## src/rtl/prbs15_ber_window_ctrl.sv

```systemverilog
// prbs15_ber_window_ctrl
// Measurement sequencer for a PRBS15 byte checker: clears the checker,
// qualifies lock, measures over a fixed window of cycles and reports the
// error count as the difference of two snapshots of the checker's
// cumulative counter, so errors seen before lock never reach the result.
//
// Request/response protocol: start is a one-cycle request honoured only in
// IDLE (busy=0); there is no back-pressure and no queuing. Every accepted
// start produces exactly one done pulse, in the same cycle result_* and
// status update; result_valid stays high until the next accepted start.
//
// All outputs are registered from the next state so they line up with the
// state they describe. dbg_state mirrors the FSM state register.
module prbs15_ber_window_ctrl #(
  parameter int RST_CYCLES   = 8,
  parameter int LOCK_CYCLES  = 16,
  parameter int LOCK_TIMEOUT = 4096
) (
  input  logic        clk,
  input  logic        reset_n,
  input  logic        start,
  input  logic        abort,
  input  logic [31:0] window_len,
  input  logic [31:0] chk_bit_errors,
  input  logic        chk_locked,
  output logic        chk_reset,
  output logic        chk_stop,
  output logic        busy,
  output logic        done,
  output logic        result_valid,
  output logic [31:0] result_errors,
  output logic [39:0] result_bits,
  output logic [1:0]  status,
  output logic [2:0]  dbg_state
);

  typedef enum logic [2:0] {
    S_IDLE     = 3'd0,
    S_CLR      = 3'd1,
    S_LOCKWAIT = 3'd2,
    S_MEASURE  = 3'd3,
    S_FINISH   = 3'd4,
    S_DONE     = 3'd5
  } state_t;

  localparam logic [31:0] CLR_LAST = 32'(RST_CYCLES - 1);
  localparam logic [31:0] TMO_LAST = 32'(LOCK_TIMEOUT - 1);
  localparam logic [15:0] LOCK_RUN = 16'(LOCK_CYCLES);

  localparam logic [1:0] ST_PASS    = 2'd0;
  localparam logic [1:0] ST_ERRORS  = 2'd1;
  localparam logic [1:0] ST_TIMEOUT = 2'd2;
  localparam logic [1:0] ST_ABORTED = 2'd3;

  state_t      state, state_nxt;
  logic [31:0] ph_cnt, ph_cnt_nxt;   // cycles spent in the current state
  logic [15:0] run_cnt, run_cnt_nxt; // consecutive locked cycles in LOCKWAIT
  logic [31:0] win_len;              // effective window length (never 0)
  logic [31:0] snap;                 // error counter at first MEASURE cycle
  logic [31:0] err_diff;
  logic        end_abort, end_timeout, end_normal;

  // Modular difference absorbs a single wrap of the checker's counter.
  assign err_diff  = chk_bit_errors - snap;
  assign dbg_state = state;

  // Next-state logic; abort overrides every other transition of a busy run.
  always_comb begin
    state_nxt   = state;
    end_abort   = 1'b0;
    end_timeout = 1'b0;
    end_normal  = 1'b0;
    run_cnt_nxt = chk_locked ? run_cnt + 16'd1 : 16'd0;
    case (state)
      S_IDLE:     if (start) state_nxt = S_CLR;
      S_CLR:      if (ph_cnt == CLR_LAST) state_nxt = S_LOCKWAIT;
      S_LOCKWAIT: begin
        // A lock completing on the timeout cycle still counts as lock.
        if (run_cnt_nxt == LOCK_RUN) begin
          state_nxt = S_MEASURE;
        end else if (ph_cnt == TMO_LAST) begin
          state_nxt   = S_DONE;
          end_timeout = 1'b1;
        end
      end
      S_MEASURE:  if (ph_cnt == win_len - 32'd1) state_nxt = S_FINISH;
      S_FINISH: begin
        if (ph_cnt == 32'd1) begin
          state_nxt  = S_DONE;
          end_normal = 1'b1;
        end
      end
      S_DONE:     state_nxt = S_IDLE;
      default:    state_nxt = S_IDLE;
    endcase
    // DONE is left alone: the run has already produced its result.
    if (abort && (state inside {S_CLR, S_LOCKWAIT, S_MEASURE, S_FINISH})) begin
      state_nxt   = S_DONE;
      end_abort   = 1'b1;
      end_timeout = 1'b0;
      end_normal  = 1'b0;
    end
    ph_cnt_nxt = ((state_nxt != state) || (state == S_IDLE)) ? 32'd0 : ph_cnt + 32'd1;
  end

  // State, counters, snapshots and registered outputs.
  always_ff @(posedge clk or negedge reset_n) begin
    if (!reset_n) begin
      state         <= S_IDLE;
      ph_cnt        <= 32'd0;
      run_cnt       <= 16'd0;
      win_len       <= 32'd1;
      snap          <= 32'd0;
      chk_reset     <= 1'b1;
      chk_stop      <= 1'b1;
      busy          <= 1'b0;
      done          <= 1'b0;
      result_valid  <= 1'b0;
      result_errors <= 32'd0;
      result_bits   <= 40'd0;
      status        <= ST_PASS;
    end else begin
      state     <= state_nxt;
      ph_cnt    <= ph_cnt_nxt;
      run_cnt   <= ((state == S_LOCKWAIT) && (state_nxt == S_LOCKWAIT)) ? run_cnt_nxt : 16'd0;
      chk_reset <= (state_nxt == S_CLR);
      chk_stop  <= !(state_nxt inside {S_CLR, S_LOCKWAIT, S_MEASURE});
      busy      <= (state_nxt != S_IDLE);
      done      <= (state_nxt == S_DONE);

      if ((state == S_IDLE) && start) begin
        result_valid <= 1'b0;
        win_len      <= (window_len == 32'd0) ? 32'd1 : window_len;
      end

      if ((state == S_MEASURE) && (ph_cnt == 32'd0)) begin
        snap <= chk_bit_errors;
      end

      if (end_abort || end_timeout) begin
        result_valid  <= 1'b1;
        result_errors <= 32'd0;
        result_bits   <= 40'd0;
        status        <= end_abort ? ST_ABORTED : ST_TIMEOUT;
      end else if (end_normal) begin
        result_valid  <= 1'b1;
        result_errors <= err_diff;
        result_bits   <= {8'h00, win_len} << 3;
        status        <= (err_diff != 32'd0) ? ST_ERRORS : ST_PASS;
      end
    end
  end

endmodule

```

## config.mk

```make
export PLATFORM = sky130hd
export DESIGN_NAME = prbs15_ber_window_ctrl
export DESIGN_NICKNAME = d
export VERILOG_FILES = /design/src/rtl/prbs15_ber_window_ctrl.sv
export SDC_FILE = /design/constraint.sdc
export NUM_CORES = 1
export LEC_CHECK = 0
export CORE_UTILIZATION = 56
export DETAILED_ROUTE_END_ITERATION = 6
export PLACE_DENSITY_LB_ADDON = 0.12
export SYNTH_ARGS = -nofsm -noshare
export SYNTH_HDL_FRONTEND = slang
export SYNTH_SLANG_ARGS = --single-unit
```

## constraint.sdc

```tcl
create_clock -name clk -period 4.52 [get_ports clk]
set_clock_uncertainty 0.05 [all_clocks]
set_input_delay 0.904 -clock clk [delete_from_list [all_inputs] [get_ports clk]]
set_output_delay 0.904 -clock clk [all_outputs]
set_load 0.02 [all_outputs]
```

Word level (Yosys, flattened, before mapping) --
Cells that the tools add are included.
Word-level totals: output and inout bits 82, input port bits 69, register bits after elaboration 194, logic and storage cells 78
Cells by class: $add $sub $neg 4, equality and inequality tests 14, mux-type cells 31, reduce and logical (&&, ||, !) cells 16
Operators by type and width (number):
- two-way mux 32 bit | 4
- two-way mux 40 bit | 2
- logical NOT 32 bit | 2
- adder 32 x 1 -> 32 bit (second input constant) | 1
- equality test 32 x 1 -> 1 bit (second input constant) | 1
- equality test 32 x 12 -> 1 bit (second input constant) | 1
- equality test 32 x 3 -> 1 bit (second input constant) | 1
- equality test 32 bit | 1
- two-way mux 16 bit | 2
- nonzero test 32 bit | 1
- subtractor 32 x 1 -> 32 bit (second input constant) | 1
- subtractor 32 bit | 1
- two-way mux 3 bit | 7
- adder 16 x 1 -> 16 bit (second input constant) | 1
- equality test 16 x 5 -> 1 bit (second input constant) | 1
- one-hot mux 3 bit (5 select lines) | 1
- two-way mux 1 bit | 13
- equality test 3 x 2 -> 1 bit (second input constant) | 4
- nonzero test 3 bit | 3
- equality test 3 x 1 -> 1 bit (second input constant) | 2
- equality test 3 bit (second input constant) | 2
- logical AND 1 bit | 4
- two-way mux 2 bit | 2
- nonzero test 4 bit | 1
- 5 further kinds | 6

Longest topological paths before layout --
depth after elaboration 9, mapped depth 14, gate-level depth less buffers 14

Worst setup path after synthesis --
No wires, ideal clock.
path kind reg-to-reg, from reg win_len[17] (netlist name), to reg result_errors[11], clock period less this slack 3790 ps, setup slack 730 ps, stages on the path, launching flop included 13, library setup time 121 ps, arrival time 3619 ps, cells stage by stage dfrtp_1 buf_6 or4_4 or4_4 a2111oi_2 o22ai_1 or4_1 nor4_2 and3_1 o21ai_2 buf_6 buf_6 a22o_1
RTL lines:
- end signal, assigned | RTL line 147 | result_errors <= err_diff;
- end, declared | RTL line 31 | output logic [31:0] result_errors,

Worst setup path in the final report --
from reg win_len[24], to reg ph_cnt[11]
Between the ends: longest elaborated chain between the ends 8
RTL lines:
- start, declared | RTL line 58 | logic [31:0] win_len;
- start signal, assigned | RTL line 133 | win_len <= (window_len == 32'd0) ? 32'd1 : window_len;
- subtractor 32 x 1 -> 32 bit | RTL line 86 | S_MEASURE: if (ph_cnt == win_len - 32'd1) state_nxt = S_FINISH;
- equality test 32 bit | RTL line 86
- two-way mux 3 bit | RTL line 86
- one-hot mux 3 bit (5 select lines) | RTL line 74 | case (state)
- two-way mux 3 bit | RTL line 97 | if (abort && (state inside {S_CLR, S_LOCKWAIT, S_MEASURE, S_FINISH})) begin
- inequality test 3 bit | RTL line 103 | ph_cnt_nxt = ((state_nxt != state) || (state == S_IDLE)) ? 32'd0 : ph_cnt + 32'd1;
- logical OR 1 bit | RTL line 103
- two-way mux 32 bit | RTL line 103
- net ph_cnt_nxt[11] | RTL line 56 | logic [31:0] ph_cnt, ph_cnt_nxt;
- end signal, assigned | RTL line 124 | ph_cnt <= ph_cnt_nxt;
- end, declared | RTL line 56
The timed path passes the listed nets, and every way through them passes these cells. A chain may end at the register's enable or synchronous reset.

==> impl_results.md <==
- Mean Syn Cell Area: 9.66 µm²
- WL/cell: 17.8 µm
- Antenna-violating nets left: 0
- Yosys warns: 0
- Area delta synth->final: 20.4%
- Layout Nets: 1,375
- Ports: 151
- Dpl hpwl: 19.9 mm
- Reg2reg setup slack: 0.35 ns
- Endpoint class of the critical path: flip-flop
- Initial Utilization: 58.1%
- Synth top cells by count: 183 x dfrtp_1, 92 x nor2_1, 78 x nand2_1
- Cell taking the most area after synthesis: dfrtp_1
- Slew Limit Headroom: 41.6%
- Synth Instances: 1,143
- Post-CTS sizing: 0
- Worst Path Max Fanout: 32
- Reg2Reg Depth: 10
- DR vias: 9,184
- Yosys top cell area share: 41.5%
- Clk_lat worst skew: 0.44 ns
- Fin Hold WS: 0.430 ns
- Ys async rst share: 100%
- Critical Path Start Type: flip-flop
- Setup tns final: 0 ns
- Area of the mapped netlist: 11,000 µm²
- Max Freq: 240 MHz
- Filler cell count: 1,506
- Pin slew with the least headroom to its limit: 0.875 ns
- Initial antenna violation count: 0
- Die area: 20,300 µm²
- Critical Path RT: 4.78 ns
- Core area: 19,000 µm²
- # diodes: 0
- Fin. Hold Viols: 0
- Global-route wire length before repair: 44.5 mm
- Pre-antenna DRT Iters: 5
- Fraction of layout cells with a size suffix above 1: 11.4%
- Via density: 5.96
- Unrepaired setup endpoints after global routing: false
- Vias in the first global route: 8,711
- Reg clk slew, reported paths: 0.07 ns
- Fin util: 69.9%
- GRT overflow: 0
- Final period utilization: 92.2%
- Synth Flop Type: dfrtp_1
- Synth cell types: 70
- Seq/Total Area, Yosys: 42.2%
- 1st-iter DRT viols: 780
- Hold Crit Depth: 2
- Multi-input gate area: 5860 µm²
- Largest net degree at the start of global routing: 111
- Register area: 4660 µm²
- Synth area leaders: dfrtp_1 41%, mux2_2 6.3%, xnor2_1 4.3%
- Number of cell rows: 50
- RePlAce Congestion: 0.897
- HP Class: flip-flop to flip-flop
- CTS Hold Bufs: 0
- Routed WL: 27.5 mm
- DRC viols: 0
- Max_cap viols: 0
- Overall routing resource usage: 28.1%
- Worst vdd ir: 0.307 mV
- EDFF count, synth: 0
- Worst EP arrival: 4.43 ns
- TritonCTS clock tree: built
- CTS Sinks: 186
- Crit Path Category: flip-flop to flip-flop
- Bufs on Longest Clock Path: 2
- Count leader, synth: dfrtp_1
- Die Width: 142 µm
- PortBufs: 142
- Slew Viols, Final: 0
- Root buffer cell: clkbuf_16
- Final setup viols: 0
- Cts bufs inserted: 17
- Post-synthesis register bit count: 186
- Final Critical Period: 4.17 ns
- Die Y-Extent: 142 µm
- Pwr dens: 503 nW/µm²
- Setup Fix Bufs, Post-CTS: 0
- P_leak: 5.63 nW
- H-tree depth: 4
- Status: finished clean
flip-flops by register name, indices dropped and copies added, names as in the netlist:
register / count
result_errors: 32
chk_stop: 1
snap: 32
result_valid: 1
win_len: 32
ph_cnt: 32
done: 1
busy: 1
run_cnt: 16
dbg_state: 3
result_bits: 32
status: 2
chk_reset: 1
power by group:
group | switching [mW] | internal, mW | leakage [nW]
Sequential | 0.405 | 2.06 | 2.41
Clock | 0.671 | 0.890 | 0.290
Combinational | 1.45 | 1.21 | 2.92
logic make-up (layout without fill, tap and decap cells):
kind of cell / count (synthesis) / count (layout) / synth area share (%)
simple gates: 391 / 391 / 18.6
mux: 68 / 68 / 6.87
compound gates: 229 / 229 / 14.4
other cells: 1 / 8 / 0.0340
xor+xnor: 106 / 106 / 8.41
buf+inv: 125 / 257 / 5.20
fa+ha+maj: 37 / 37 / 4.26
flops: 186 / 186 / 42.2
area by class of cell:
cell class	count	area share, %
tap	260	2.45
clock inverter	13	1.25
multi-input combinational	839	44.0
clock buffer	19	3.33
inverter	54	1.52
timing repair buffer	171	12.4
sequential	186	35.0
metal layers:
layer | routed length, µm | part of all wire [%] | track usage (%) | vias up
li1 | - | - | - | 4348
met1 | 12300 | 45 | 38.9 | 4488
met2 | 12800 | 47 | 44.5 | 311
met3 | 1890 | 6.9 | 6.49 | 37
met4 | 435 | 1.6 | 7.47 | 0
met5 | 0 | 0 | 0 | -
worst max-delay path: stages, from the launching register on:
cell and delay [ns]:
dfrtp_1 0.45, or4_1 0.61, or4_4 0.45, a2111oi_2 0.37
o22ai_1 0.12, or4_1 0.56, nor4_2 0.40, and3_1 0.28
or2_1 0.23, o31a_4 0.40, nor2_1 0.10
cells in the final DEF, fill, tap and decap left out, drive strengths merged, types with 32 or more instances in the layout:
cell type,n
nor4,33
ha,36
inv,57
xor2,52
dfrtp,183
mux2,62
nand3,34
o21ai,53
nand4,32
a21oi,37
clkdlybuf4s50,141
nor2,92
a22o,43
nand2,78
xnor2,54
path summary, 6_finish.rpt:
path                                         startpoint                      endpoint
setup / recovery                win_len[24]$_DFFE_PN0P_          ph_cnt[11]$_DFF_PN0_
hold / removal             result_errors[7]$_DFFE_PN0P_  result_errors[7]$_DFFE_PN0P_
setup reg to reg                win_len[24]$_DFFE_PN0P_          ph_cnt[11]$_DFF_PN0_
hold reg to reg            result_errors[7]$_DFFE_PN0P_  result_errors[7]$_DFFE_PN0P_
max in group asynchronous                       reset_n          ph_cnt[10]$_DFF_PN0_
min in group asynchronous                       reset_n          run_cnt[3]$_DFF_PN0_
stage by stage:
step | power, mW | std cells | worst slack [ns] | area [µm²]
finish | 6.69 | 1542 | 0.352 | 13300
CTS | 6.70 | 1542 | 0.336 | 13300
detailed placement | 5.12 | 1510 | 0.129 | 12700
floorplan | 4.13 | 1150 | 0.730 | 11100
global placement | 5.08 | 1510 | 0.189 | 12700
global route | 7.04 | 1542 | 0.142 | 13300
Power figures use the tool's default switching activity.
